$ cat config.mk
export PLATFORM = sky130hd
export DESIGN_NAME = rom_reader
export DESIGN_NICKNAME = d
export VERILOG_FILES = /design/src/rtl/uart_tx.sv /design/src/rtl/rom_reader.sv
export SDC_FILE = /design/constraint.sdc
export NUM_CORES = 1
export LEC_CHECK = 0
export CORE_UTILIZATION = 45
export CTS_BUF_LIST = sky130_fd_sc_hd__clkbuf_16
export CTS_CLUSTER_DIAMETER = 60
export DETAILED_ROUTE_END_ITERATION = 10
export GPL_TIMING_DRIVEN = 1
export PLACE_DENSITY_LB_ADDON = 0.05
export SLEW_MARGIN = 20
export SYNTH_ARGS = -nofsm -noshare
export SYNTH_HDL_FRONTEND = slang
export SYNTH_HIERARCHICAL = 1
export SYNTH_SLANG_ARGS = --single-unit
$ cat constraint.sdc
create_clock -name clk -period 1.98 [get_ports clk]
set_input_delay 0.297 -clock clk [delete_from_list [all_inputs] [get_ports clk]]
set_output_delay 0.297 -clock clk [all_outputs]
set_load 0.02 [all_outputs]
$ cat src/rtl/uart_tx.sv
// rtl/uart_tx.sv - 8N1 serial transmitter with a one-clock start handshake
module uart_tx #(
    parameter int CLKS_PER_BIT = 434
) (
    input  logic       clk,
    input  logic       rst_n,
    input  logic       tx_start,
    input  logic [7:0] tx_byte,
    output logic       tx_line,
    output logic       tx_busy,
    output logic       tx_done
);

    localparam int            CW       = (CLKS_PER_BIT > 1) ? $clog2(CLKS_PER_BIT) : 1;
    localparam logic [CW-1:0] LAST_CLK = CW'(CLKS_PER_BIT - 1);
    localparam logic [3:0]    STOP_IDX = 4'd9;

    logic [CW-1:0] clk_cnt;
    logic [3:0]    bit_idx;
    logic [8:0]    shreg;
    logic          bit_end;

    // bit_idx 0 is the start bit, 1..8 data, 9 the stop bit
    assign bit_end = tx_busy && (clk_cnt == LAST_CLK);
    assign tx_done = bit_end && (bit_idx == STOP_IDX);

    // Frame sequencer: shreg holds the remaining data bits with the stop bit on top
    always_ff @(posedge clk or negedge rst_n) begin
        if (!rst_n) begin
            tx_line <= 1'b1;
            tx_busy <= 1'b0;
            clk_cnt <= '0;
            bit_idx <= '0;
            shreg   <= '0;
        end else if (!tx_busy) begin
            if (tx_start) begin
                tx_busy <= 1'b1;
                tx_line <= 1'b0;
                clk_cnt <= '0;
                bit_idx <= '0;
                shreg   <= {1'b1, tx_byte};
            end
        end else if (bit_end) begin
            clk_cnt <= '0;
            if (bit_idx == STOP_IDX) begin
                tx_busy <= 1'b0;
                tx_line <= 1'b1;
            end else begin
                bit_idx <= bit_idx + 4'd1;
                tx_line <= shreg[0];
                shreg   <= {1'b1, shreg[8:1]};
            end
        end else begin
            clk_cnt <= clk_cnt + 1'b1;
        end
    end

endmodule

$ cat src/rtl/rom_reader.sv
// rtl/rom_reader.sv - dumps instruction memory words over UART, little-endian bytes
module rom_reader #(
    parameter int CLKS_PER_BIT = 434,
    parameter int DEPTH        = 2048
) (
    input  logic        clk,
    input  logic        rst_n,
    input  logic        start,
    output logic [31:0] im_ra,
    input  logic [31:0] im_rd,
    output logic        uart_tx,
    output logic        busy,
    output logic        done
);

    typedef enum logic [2:0] {
        S_IDLE,
        S_ADDR,
        S_WAIT,
        S_LOAD,
        S_SEND,
        S_NEXT,
        S_DONE
    } state_t;

    localparam logic [10:0] LAST_WORD = 11'(DEPTH - 1);

    state_t      state;
    state_t      next_state;
    logic [10:0] word_cnt;
    logic [1:0]  byte_cnt;
    logic [31:0] buffer;
    logic [10:0] ra;
    logic        issued;
    logic        tx_start;
    logic        tx_busy;
    logic        tx_done;

    assign im_ra = {21'd0, ra};
    assign busy  = (state != S_IDLE) && (state != S_DONE);
    assign done  = (state == S_DONE);

    // State register
    always_ff @(posedge clk or negedge rst_n) begin
        if (!rst_n) begin
            state <= S_IDLE;
        end else begin
            state <= next_state;
        end
    end

    // Next-state and transmitter kick; one tx_start per byte, tracked by issued
    always_comb begin
        next_state = state;
        tx_start   = 1'b0;
        case (state)
            S_IDLE: if (start) next_state = S_ADDR;
            S_ADDR: next_state = S_WAIT;
            S_WAIT: next_state = S_LOAD;
            S_LOAD: next_state = S_SEND;
            S_SEND: begin
                tx_start = !issued && !tx_busy;
                if (issued && tx_done && (byte_cnt == 2'd3)) next_state = S_NEXT;
            end
            S_NEXT: next_state = (word_cnt == LAST_WORD) ? S_DONE : S_ADDR;
            S_DONE: if (!start) next_state = S_IDLE;
            default: next_state = S_IDLE;
        endcase
    end

    // Word/byte counters, read address and the byte shift buffer
    always_ff @(posedge clk or negedge rst_n) begin
        if (!rst_n) begin
            word_cnt <= '0;
            byte_cnt <= '0;
            buffer   <= '0;
            ra       <= '0;
            issued   <= 1'b0;
        end else begin
            case (state)
                S_IDLE: if (start) word_cnt <= '0;
                S_ADDR: ra <= word_cnt;
                S_LOAD: begin
                    buffer   <= im_rd;
                    byte_cnt <= '0;
                    issued   <= 1'b0;
                end
                S_SEND: begin
                    if (tx_start) begin
                        issued <= 1'b1;
                    end else if (issued && tx_done) begin
                        issued   <= 1'b0;
                        buffer   <= {8'h00, buffer[31:8]};
                        byte_cnt <= byte_cnt + 2'd1;
                    end
                end
                S_NEXT: if (word_cnt != LAST_WORD) word_cnt <= word_cnt + 11'd1;
                default: ;
            endcase
        end
    end

    uart_tx #(
        .CLKS_PER_BIT(CLKS_PER_BIT)
    ) u_tx (
        .clk     (clk),
        .rst_n   (rst_n),
        .tx_start(tx_start),
        .tx_byte (buffer[7:0]),
        .tx_line (uart_tx),
        .tx_busy (tx_busy),
        .tx_done (tx_done)
    );

endmodule
Word level (Yosys, flattened, before mapping)
Cells that the tools add are included.

Input bits: 35. Output and inout bits: 35. Register bits after elaboration: 84. Logic and storage cells: 92.

Equal/unequal tests: 21. Mux-type cells: 37. Reductions and logical operators: 19. Add/sub/neg operators: 4.

Operators by type and width (count): $mux W32 (2); $pmux W32 S2 (1); $mux W9 (7); $mux W11 (2); $pmux W11 S2 (1); $pmux W3 S7 (1); $mux W4 (4); $ne A2 B2 Y1 const B (8); $mux W3 (4); $reduce_and A3 Y1 (4); $add A11 B1 Y11 const B (1); $eq A11 B11 Y1 const B (1); $mux W1 (11); $ne A11 B11 Y1 const B (1); $add A9 B1 Y9 const B (1); $eq A3 B3 Y1 const B (3); $eq A9 B9 Y1 const B (1); $eq A3 B2 Y1 const B (2); $logic_and A1 B1 Y1 (6); $ne A3 B3 Y1 const B (2); $reduce_bool A2 Y1 (3); $add A4 B1 Y4 const B (1); $eq A4 B4 Y1 const B (1); $mux W2 (2); other kinds (9) (11).

Depth between registers and ports, before layout
Gate-level depths: netlist of run 1.

Depth after elaboration: 7. Mapped depth: 10. Mapped depth without buffers: 9.

Modules after synthesis
Netlist of run 1, hierarchy kept.

Modules (own cells, without submodules): rom_reader (cells an instance 312, area an instance 2947.8 sq um, sequential area each 1501.4 sq um, times used 1); uart_tx (cells an instance 130, area an instance 1287.5 sq um, sequential area each 601.8 sq um, times used 1).

Worst setup path before layout of run 1
Ideal clock, no wire load.

Path kind: register -> register. From: register state[2]. To: register u_tx.shreg[0]. Arrival time: 1.915 ns. Buffers on the path: 2. Path slack: -0.012 ns. Stages on the path, launching flop included: 8. Library setup time: 0.077 ns. Clock period less this slack: 1.992 ns. Data required time: 1.903 ns. Cell sequence: dfrtp_1 -> or3b_1 -> buf_6 -> nor3_1 -> nor2b_1 -> buf_1 -> nor2_1 -> a21oi_1.

Longest elaborated chain between the ends: 4.

Ends and longest elaborated chain: start, declared (RTL line rom_reader.sv:28) `state_t state;`; start signal, assigned (RTL line rom_reader.sv:48) `state <= next_state;`; $eq A3 B3 Y1 (RTL line rom_reader.sv:56) `case (state)`; $mux W1 (RTL line rom_reader.sv:56); via tx_start (RTL line rom_reader.sv:35) `logic tx_start;`; $reduce_bool A2 Y1 (no line); $reduce_and A3 Y1 (no line); end signal, assigned (RTL line uart_tx.sv:41) `shreg <= {1'b1, tx_byte};`; end signal, assigned (RTL line uart_tx.sv:51) `shreg <= {1'b1, shreg[8:1]};`; end, declared (RTL line uart_tx.sv:20) `logic [8:0] shreg;`.

The timed path passes the listed nets, and every way through them passes these cells. A chain may end at the register's enable or synchronous reset.

Worst setup path after layout of run 1
From: register u_tx.clk_cnt[1]. To: register buffer[12].

Longest elaborated chain between the ends: 6.

Ends and longest elaborated chain: start, declared (RTL line uart_tx.sv:18) `logic [CW-1:0] clk_cnt;`; start signal, assigned (RTL line uart_tx.sv:54) `clk_cnt <= clk_cnt + 1'b1;`; $eq A9 B9 Y1 (RTL line uart_tx.sv:24) `assign bit_end = tx_busy && (clk_cnt == LAST_CLK);`; $logic_and A1 B1 Y1 (RTL line uart_tx.sv:24); $logic_and A1 B1 Y1 (RTL line uart_tx.sv:25) `assign tx_done = bit_end && (bit_idx == STOP_IDX);`; via tx_done (RTL line rom_reader.sv:37) `logic tx_done;`; $logic_and A1 B1 Y1 (RTL line rom_reader.sv:91) `end else if (issued && tx_done) begin`; $ne A2 B2 Y1 (no line); $reduce_and A3 Y1 (no line); end signal, assigned (RTL line rom_reader.sv:84) `buffer <= im_rd;`; end signal, assigned (RTL line rom_reader.sv:93) `buffer <= {8'h00, buffer[31:8]};`; end, declared (RTL line rom_reader.sv:32) `logic [31:0] buffer;`.

The timed path passes the listed nets, and every way through them passes these cells.

==> results of run 1 <==
==> final cells by class <==
class                   instances  area share, %
clock buffers                   9          4.143
clock inverters                 7         0.9436
inverters                       6         0.4143
multi-input cells             329          37.47
flip-flops and latches         84          38.69
well taps                     111          2.555
repair buffers                 84          15.79
==> metal layers <==
metal  wire length (um)  global-route usage (%)
met1               4672                   27.28
met3                297                   5.035
met4                106                   5.626
met2               4207                   27.76
met5                  0                       0
==> registers in the layout, summed over array words and instances, names as in the netlist <==
| signal | flops |
|---|---|
| u_tx/bit_idx | 4 |
| u_tx/shreg | 9 |
| issued | 1 |
| u_tx/clk_cnt | 9 |
| u_tx/tx_busy | 1 |
| word_cnt | 11 |
| buffer | 32 |
| state | 3 |
| u_tx/tx_line | 1 |
| byte_cnt | 2 |
| ra | 11 |
==> cells in the final DEF (no fill, tap or decap), types with 3 or more instances in the layout <==
| cell | instances |
|---|---|
| nor2_4 | 3 |
| nand2_1 | 87 |
| and2_1 | 3 |
| nand2_2 | 3 |
| buf_12 | 4 |
| or3_1 | 3 |
| a31oi_4 | 6 |
| nor2b_1 | 3 |
| xnor2_1 | 3 |
| nand3_1 | 25 |
| nor2_1 | 33 |
| conb_1 | 21 |
| o31ai_1 | 6 |
| o21ai_0 | 4 |
| and3_1 | 6 |
| clkbuf_16 | 12 |
| clkdlybuf4s50_1 | 45 |
| a31oi_1 | 22 |
| mux2_2 | 11 |
| nand4_1 | 4 |
| buf_4 | 27 |
| ha_1 | 5 |
| o211ai_1 | 3 |
| and4_1 | 3 |
| inv_1 | 5 |
| o22ai_2 | 7 |
| nor2_2 | 7 |
| dfrtp_1 | 83 |
| o21ai_1 | 7 |
| a21oi_1 | 12 |
| mux2i_1 | 5 |
==> critical path, delay by kind of cell, from the launching register on <==
family,cells,cell delay (ns)
AO/OA/AOI/OAI,2,0.37
adder cells (fa/ha/maj),1,0.17
buffers and inverters,3,0.39
flip-flops,1,0.37
AND/OR/NAND/NOR,5,0.64
==> power groups by stage <==
stage	combinational (W)	clock, W	sequential [W]
after global placement	0.00202	0	0.00262
after global routing	0.00283	0.00169	0.00271
after CTS	0.00206	0.00160	0.00261
final	0.00256	0.00157	0.00265
after floorplan	0.00151	0	0.00260
after detailed placement	0.00207	0	0.00264
==> what timing repair did <==
| action | CTS | global route |
|---|---|---|
| gates cloned | 0 | 6 |
| endpoints found under the hold margin | 40 | 0 |
| pin swaps | 0 | 4 |
| buffers inserted | 0 | 4 |
| hold buffers | 1 | 0 |
| resized for setup | 2 | 31 |
| setup endpoints to repair | 2 | 38 |
==> how the worst min path moves through the flow <==
stage | cells past startpoint | to | from
floorplan | 0 | buffer[0] | rst_n
global placement | 1 | u_tx/clk_cnt[5] | rst_n
detailed placement | 1 | u_tx/clk_cnt[5] | rst_n
CTS | 2 | buffer[31] | buffer[31]
global route | 2 | buffer[26] | buffer[26]
finish | 2 | buffer[26] | buffer[26]
==> cell families after synthesis <==
| kind of cell | synth area share, % |
|---|---|
| flops | 49.66 |
| simple gates | 22.54 |
| compound gates | 13.35 |
| fa+ha+maj | 1.772 |
| xor+xnor | 0.6205 |
| buf+inv | 7.858 |
| other cells | 0.08854 |
| mux | 4.106 |
==> stage by stage <==
step / utilization (%) / TNS, ns / power (W) / hold slack, ns / setup WS, ns
2_1_floorplan: - / 0 / 0.004107 / 0.001409 / 0.02407
3_3_place_gp: 52.57 / 0 / 0.004642 / 0.3346 / 0.06689
3_5_place_dp: 52.57 / 0 / 0.004703 / 0.3382 / 0.02343
4_1_cts: 55.66 / 0 / 0.006267 / 0.4715 / 0.01514
5_1_grt: 59.12 / -2.919 / 0.007233 / 0.4872 / -0.1788
6_report: 59.12 / -0.1853 / 0.006767 / 0.4674 / -0.04034
==> out/results.ini, run 1 <==
[cells_and_area]
layout.nets = 555
nFillCells = 826
n_antenna_cell = 0
regArea_um2 = 2103
syn2layout_area_growth_pct = 28.36
multi_input_area_um2 = 2037
final_area_um2 = 5436
drive_above_1_share_pct = 19.46
stdcell_count = 630

[cts]
tritoncts = yes
cts-htree-levels = 3
insertion_delay_ns = 0.34
clkSinkCount = 84
clk_path_buf_depth = 2
numCtsBuffers = 9
clkTransAtPathRegs_ns = 0.07
root_buffer = clkbuf_16

[power]
seq_power_share_pct = 39.1
p_switching_w = 0.002464
swShare_pct = 36.41
p_per_area_nw_per_um2 = 1245
leakagePower_nw = 2.369
power_frac_clock_pct = 23.1
combPwrFrac_pct = 37.8
ir_worst_vdd_mv = 0.7099
internal_power_w = 0.004303

[die]
die_w_um = 99.02
start_util_pct = 46.05
io_pins = 70
core-area_um2 = 9196
rows = 35
die_h_um = 99.02
dieArea_um2 = 9804

[yosys]
synth_common_cells = nand2_1, dfrtp_1, nor2_1
synth-seq-cells = 84
ys.warnings.count = 6
synth_area_leaders = dfrtp_1, nand2_1, buf_4, a31oi_1, nor2_1
yosysMostFrequentCell = nand2_1
syn_area_per_cell_um2 = 9.582
async_reset_ff_share_pct = 100.0
ys.flop_type = dfrtp_1
synthesis.area_um2 = 4235
syn_inst = 442
seq_area_frac_synth_pct = 49.66
yosysTopAreaCell = dfrtp_1
synth_top_area_share_pct = 49.04
synth_cell_types = 56
synth_edf_count = 0

[setup_path]
required_ns = 2.24
r2r-end = buffer[12]
reg2reg_depth = 11
path_class = flip-flop to flip-flop
cp.arrival_ns = 2.28
startpoint = u_tx/clk_cnt[1]
critPathCapture = buffer[12]
cpMaxStageDelayCell = dfrtp_1
worstPathMaxFanout = 6
path_cells = inv_1, ha_2, and4bb_2, nand2_2, nor3_4, nand2_2, o21ai_4, buf_12, clkbuf_16, nor2_2, a31oi_1
r2r_setup_slack_ns = -0.04
end_kind = flip-flop
cp-start-kind = flip-flop
critPathMostFrequentCell = nand2_2
crit_path_max_incr_delay_ns = 0.37
r2r_start = u_tx/clk_cnt[1]

[timing]
finalCritPeriodShare_pct = 102.0
rsz0062_at_grt = yes
drv_slew = 0
fin_ws_ns = -0.04034
maxSlewHeadroom_pct = 62.05
hold_violations = 0
finalSetupViolations = 13
skew_ns = 0.008083
fmax_ghz = 0.4950
worst_pin_slew_ns = 0.5693
fin_crit_ns = 2.020

[placed_design]
port_buffers = 48
dp.cells = 603
placed_area_um2 = 4835
dp_hpwl_mm = 5.822
gp_congestion = 0.7835

[routing]
drt_iter0_drc = 132
dr.pass1.iters = 4
vias_per_cell = 5.235
drt-total-wl_mm = 9.284
drc = 0
wl_per_cell_um = 14.74
via_count = 3298
final_antenna_net_count = 0

[global_route]
antenna_found_initial = 0
grt_max_degree = 50
grt_pass1_vias = 2932
grt_pass1_wl_mm = 14.47
grt_util_all_layers_pct = 18.88
overflow = 0

[run_status]
status = finished, violations left
violations = setup timing

[worst_hold_path]
worstHoldPathType = flip-flop to flip-flop

[job]
max-cap-violations = 0

Power figures use the tool's default switching activity.
==> run 2, diff against run 1 <==
- SYNTH_HIERARCHICAL: 1 -> unset
==> run 2 against run 1 <==
Net effect: hold slack improved by 0.0021 ns; routed wire length decreased by 3.1%; largest cell class unchanged; sequential power increased by 2%; register-to-register slack improved by 0.095 ns; the flow now finishes without violations; non-clock buffer count increased by 8.
==> out/results.ini, run 2 <==
[run_status]
status = finished, final reports clean

[setup_path]
cp.arrival_ns = 2.14
crit_path_max_incr_delay_ns = 0.40
path_class = flip-flop to flip-flop
r2r-end = buffer[5]
r2r_start = u_tx.clk_cnt[1]
path_delay_family = simple AND/OR/NAND/NOR gates
worstPathMaxFanout = 8
required_ns = 2.19
r2r_setup_slack_ns = 0.05
crit_buf_inv = 2
cp-start-kind = flip-flop
cpMaxStageDelayCell = dfrtp_1
end_kind = flip-flop
reg2reg_depth = 7
path_cells = inv_2, ha_2, and4b_1, and4_4, a31o_4, clkbuf_16, mux2_4

[yosys]
ys.flop_type = dfrtp_1
syn_inst = 439
synth.area.mux_share_pct = 13.67
synth_area_leaders = dfrtp_1, nand2_1, mux2_4, mux2_2, buf_4
yosysMostFrequentCell = dfrtp_1
yosysTopAreaCell = dfrtp_1
syn_area_per_cell_um2 = 10.09
synth_top_family_by_area = simple AND/OR/NAND/NOR gates
ys.warnings.count = 0
synth-seq-cells = 84
synthesis.area_um2 = 4430
synth_top_area_share_pct = 46.88
synth_common_cells = dfrtp_1, nand2_1, o21ai_0
synth_edf_count = 0
seq_area_frac_synth_pct = 47.47
synth-xor-area-share_pct = 0.3954
yosys.area_share.simple_pct = 16.66
async_reset_ff_share_pct = 100.0
synth_compound_area_share_pct = 11.89
synthAdderAreaFrac_pct = 1.694
synth_cell_types = 59

[timing]
finalSetupViolations = 0
fmax_ghz = 0.5194
hold_violations = 0
drv_slew = 0
fin_crit_ns = 1.925
skew_ns = 0.008244
finalCritPeriodShare_pct = 97.23
rsz0062_at_grt = no
fin_ws_ns = 0.05477

[cts]
clk_path_buf_depth = 2
cts-htree-levels = 3
clkTransAtPathRegs_ns = 0.06
root_buffer = clkbuf_16
numCtsBuffers = 9
insertion_delay_ns = 0.33
clkSinkCount = 84
tritoncts = yes

[global_route]
overflow = 0
grt_pass1_vias = 3191
grt_max_degree = 41
grt_util_all_layers_pct = 19.34
antenna_found_initial = 0
grt_pass1_wl_mm = 15.41

[power]
p_per_area_nw_per_um2 = 1279
ir_worst_vdd_mv = 0.4851
leakagePower_nw = 2.623

[worst_hold_path]
worstHoldPathType = primary input to async pin

[routing]
vias_per_cell = 5.077
drt-total-wl_mm = 8.995
final_antenna_net_count = 0
drc = 0
dr.pass1.iters = 4
via_count = 3305
drt_iter0_drc = 102
wl_per_cell_um = 13.82

[cells_and_area]
n_antenna_cell = 0
final_common_cell = dfrtp_1
layout.nets = 558
final_cell_mix = dfrtp_1, nand2_1, clkdlybuf4s50_1
syn2layout_area_growth_pct = 26.77
final_area_um2 = 5617
finish.utilization_pct = 59.93
largest_reg_flops = 32
reg_top3 = buffer x32, ra x11, word_cnt x11
drive_above_1_share_pct = 20.88
top_register = buffer

[die]
start_util_pct = 47.28
core-area_um2 = 9371
die_h_um = 101.2
dieArea_um2 = 10250
io_pins = 70
rows = 35
die_w_um = 101.2

[placed_design]
port_buffers = 48
dp_slack_ns = -0.2138
dp_hpwl_mm = 6.212
gp_congestion = 0.7880
placed_area_um2 = 5205

[job]
max-cap-violations = 0

[run 2: cell types whose count changed after synthesis, sizes merged, moves of 7 or more]
cell,delta
o21ai,+14
o22ai,-7
nand3,-12
nand2,-13
mux2i,+9
nor2,-33
a31oi,-19
mux2,+24
inv,+14
[run 2: final cells by class]
cell class                      instances  area [um2]
Inverter                               20       75.07
Tap cell                              129       161.4
Clock inverter                          7       92.59
Timing Repair Buffer                   92       894.6
Sequential cell                        84        2105
Multi-Input combinational cell        310        2063
Clock buffer                            9       225.2
Fill cell                             827        3755
[run 2: worst max path at each step]
stage	startpoint	end	cells after the start
after floorplan	u_tx.bit_idx[0]	buffer[0]	8
after global placement	start	word_cnt[9]	5
after CTS	u_tx.clk_cnt[1]	buffer[4]	7
after global routing	u_tx.clk_cnt[1]	buffer[17]	7
after detailed placement	start	word_cnt[9]	5
final	u_tx.clk_cnt[1]	buffer[5]	7
[run 2: cell families (layout without fill, tap and decap cells)]
family          Yosys count  count (layout)
other cells               1              21
simple gates            148             148
fa+ha+maj                 6               6
mux                      49              49
flops                    84              84
buf+inv                  65             128
xor+xnor                  2               2
compound gates           84              84
[run 2: layer usage]
| metal | up-vias | share of wire (%) | global-route usage [%] | wire length (um) |
|---|---|---|---|---|
| li1 | 1653 | - | - | - |
| met5 | - | 0 | 0 | 0 |
| met2 | 57 | 46 | 29.72 | 4144 |
| met1 | 1588 | 50 | 27.04 | 4469 |
| met3 | 7 | 3.4 | 5.038 | 305 |
| met4 | 0 | 0.83 | 5.463 | 75 |
[run 2: worst reg2reg max path, delay by kind of cell, from the launching register on]
| family | cells | cell delay, ns |
|---|---|---|
| AO/OA/AOI/OAI | 1 | 0.24 |
| AND/OR/NAND/NOR | 2 | 0.45 |
| adder cells (fa/ha/maj) | 1 | 0.17 |
| flip-flops | 1 | 0.40 |
| multiplexers | 1 | 0.29 |
| buffers and inverters | 2 | 0.26 |
[run 2: metrics by stage]
| step | setup TNS [ns] | power, W | hold slack, ns | cells |
|---|---|---|---|---|
| floorplan | 0 | 0.004501 | 0.001409 | 459 |
| global placement | -0.7320 | 0.005287 | 0.2968 | 629 |
| detailed placement | -0.9338 | 0.005355 | 0.3005 | 629 |
| CTS | 0 | 0.007159 | 0.4818 | 646 |
| global route | 0 | 0.007694 | 0.5071 | 651 |
| finish | 0 | 0.007183 | 0.4695 | 651 |
[run 2: repair_timing]
item / 4_1_cts / 5_1_grt
setup endpoints to repair: 12 / 22
gates resized for setup: 4 / 3
cloned: 0 / 2
setup buffers: 0 / 3
pin swaps: 0 / 3
hold endpoints to repair: 32 / 0
hold buffers: 1 / 0
[run 2: report_power, final]
| group | switching (W) | total (W) | internal [W] | leakage, nW |
|---|---|---|---|---|
| Combinational | 0.00124 | 0.00270 | 0.00146 | 1.42 |
| Clock | 0.000677 | 0.00178 | 0.00110 | 0.154 |
| Sequential | 0.000380 | 0.00271 | 0.00233 | 1.05 |
==> run 3, diff against run 2 <==
==> constraint.sdc (replaced) <==
create_clock -name clk -period 1.98 [get_ports clk]
set_input_delay 0.396 -clock clk [delete_from_list [all_inputs] [get_ports clk]]
set_output_delay 0.396 -clock clk [all_outputs]
set_load 0.02 [all_outputs]
==> run 3 against run 2 <==
Net effect: sequential share of layout area rose by 0.11 points; cell count fell by 0.31%; register-to-register slack improved by 0.03 ns; flip-flop and latch count did not move; hold slack got worse by 0.0011 ns; global-route usage barely moved; die area did not move; sequential power barely moved; cell area fell by 0.29%; via count rose by 0.67%; power barely moved; critical path type is now primary input to flip-flop; largest cell class unchanged.
==> out/results.ini, run 3 (same netlist as run 2, synthesis figures left out) <==
[run_status]
status = finished, final reports clean

[setup_path]
cp-start-kind = primary input
required_ns = 2.22
r2r_start = u_tx.clk_cnt[1]
critPathCapture = word_cnt[6]
reg2reg_depth = 7
r2r_setup_slack_ns = 0.08
startpoint = start
end_kind = flip-flop
cp.arrival_ns = 2.15
r2r-end = buffer[9]
path_class = primary input to flip-flop
worstPathMaxFanout = 3

[timing]
rsz0062_at_grt = no
hold_violations = 0
skew_ns = 0.007968
drv_slew = 0
fin_setup_tns_ns = 0
fmax_ghz = 0.5232
finalCritPeriodShare_pct = 96.53
fin_crit_ns = 1.911
finalSetupViolations = 0

[cts]
clkTransAtPathRegs_ns = 0.06
cts-htree-levels = 3
clkSinkCount = 84
clk_path_buf_depth = 2
tritoncts = yes
root_buffer = clkbuf_16
numCtsBuffers = 9
insertion_delay_ns = 0.34

[cells_and_area]
largest_reg_flops = 32
layout.nets = 556
n_antenna_cell = 0
syn2layout_area_growth_pct = 26.40
final_common_cell = dfrtp_1
final_cell_mix = dfrtp_1, nand2_1, clkdlybuf4s50_1
drive_above_1_share_pct = 20.77
top_register = buffer
finish.utilization_pct = 59.76
stdcell_count = 649
reg_top3 = buffer x32, ra x11, word_cnt x11

[global_route]
antenna_found_initial = 0
grt_util_all_layers_pct = 19.31
grt_pass1_wl_mm = 15.32
grt_pass1_vias = 3158
overflow = 0
grt_max_degree = 47

[power]
leakagePower_nw = 2.614
ir_worst_vdd_mv = 0.5346
p_per_area_nw_per_um2 = 1282

[routing]
dr.pass1.iters = 4
via_count = 3327
vias_per_cell = 5.126
drt_iter0_drc = 116
final_antenna_net_count = 0
wl_per_cell_um = 13.96
drc = 0
drt-total-wl_mm = 9.058

[die]
core-area_um2 = 9371
dieArea_um2 = 10250
die_w_um = 101.2
die_h_um = 101.2
start_util_pct = 47.28
io_pins = 70
rows = 35

[placed_design]
gp_congestion = 0.8034
dp.cells = 626
port_buffers = 48
dp_hpwl_mm = 6.198

[job]
max-cap-violations = 0

[worst_hold_path]
worstHoldPathType = flip-flop to flip-flop

-- run 3: cell types whose count changed in the layout (fill, tap and decap cells not counted) --
| cell | before | now |
|---|---|---|
| clkinv_2 | 0 | 1 |
| clkinv_1 | 1 | 0 |
| dlygate4sd2_1 | 1 | 2 |
| clkdlybuf4s15_1 | 1 | 0 |
| buf_4 | 38 | 36 |
| clkinvlp_4 | 1 | 2 |
| clkinv_4 | 2 | 1 |
-- run 3: what timing repair did --
item                       CTS  global route
buffers inserted             0             4
cloned                       0             2
hold buffers                 1             0
pin swaps                    0             3
setup endpoints to repair    2            24
gates resized for setup      3             3
hold endpoints to repair    16             0
-- run 3: through the flow --
stage                     hold WS (ns)  instance area, um2  power, W  setup slack [ns]
final                           0.4685                5600  0.007178           0.06873
after global routing            0.4910                5600  0.007658          0.007859
after CTS                       0.4746                5509  0.007132           0.01786
after detailed placement        0.2952                5182  0.005329           -0.2714
after global placement          0.2960                5182  0.005249           -0.2517
after floorplan                 0.1004                4506  0.004501          0.004482
-- run 3: critical path, cell delays in order --
cell	delay, ns
clkdlybuf4s50_1	0.49
or3b_4	0.39
buf_4	0.14
a211oi_1	0.38
a21oi_1	0.12
a211oi_1	0.23
-- run 3: final cells by class --
| class | instances | area, um2 |
|---|---|---|
| Fill cell | 806 | 3771 |
| Clock buffer | 9 | 225.2 |
| Clock inverter | 7 | 92.59 |
| Tap cell | 129 | 161.4 |
| Timing Repair Buffer | 90 | 878.3 |
| Multi-Input combinational cell | 310 | 2063 |
| Sequential cell | 84 | 2105 |
| Inverter | 20 | 75.07 |
-- run 3: worst min path at each step --
| stage | from | end | slack, ns | cells after the start |
|---|---|---|---|---|
| floorplan | rst_n | buffer[0] | 0.10 | 0 |
| global placement | rst_n | u_tx.clk_cnt[5] | 0.30 | 1 |
| detailed placement | rst_n | u_tx.clk_cnt[5] | 0.30 | 1 |
| CTS | u_tx.shreg[8] | u_tx.shreg[8] | 0.47 | 1 |
| global route | u_tx.tx_line | u_tx.tx_line | 0.49 | 1 |
| finish | u_tx.shreg[8] | u_tx.shreg[8] | 0.47 | 1 |
-- run 3: power by group --
group          switching [W]  leakage [nW]  total (W)  internal (W)
clock network       0.000684         0.153    0.00178       0.00110
logic                0.00124          1.41    0.00267       0.00143
registers           0.000393          1.05    0.00272       0.00233
total                0.00232          2.61    0.00718       0.00486
-- run 3: routing by layer --
metal	GRT usage (%)	part of all wire, %
met4	7.358	1.6
met2	30.30	46
met3	3.934	2.9
met5	0	0
met1	26.40	50
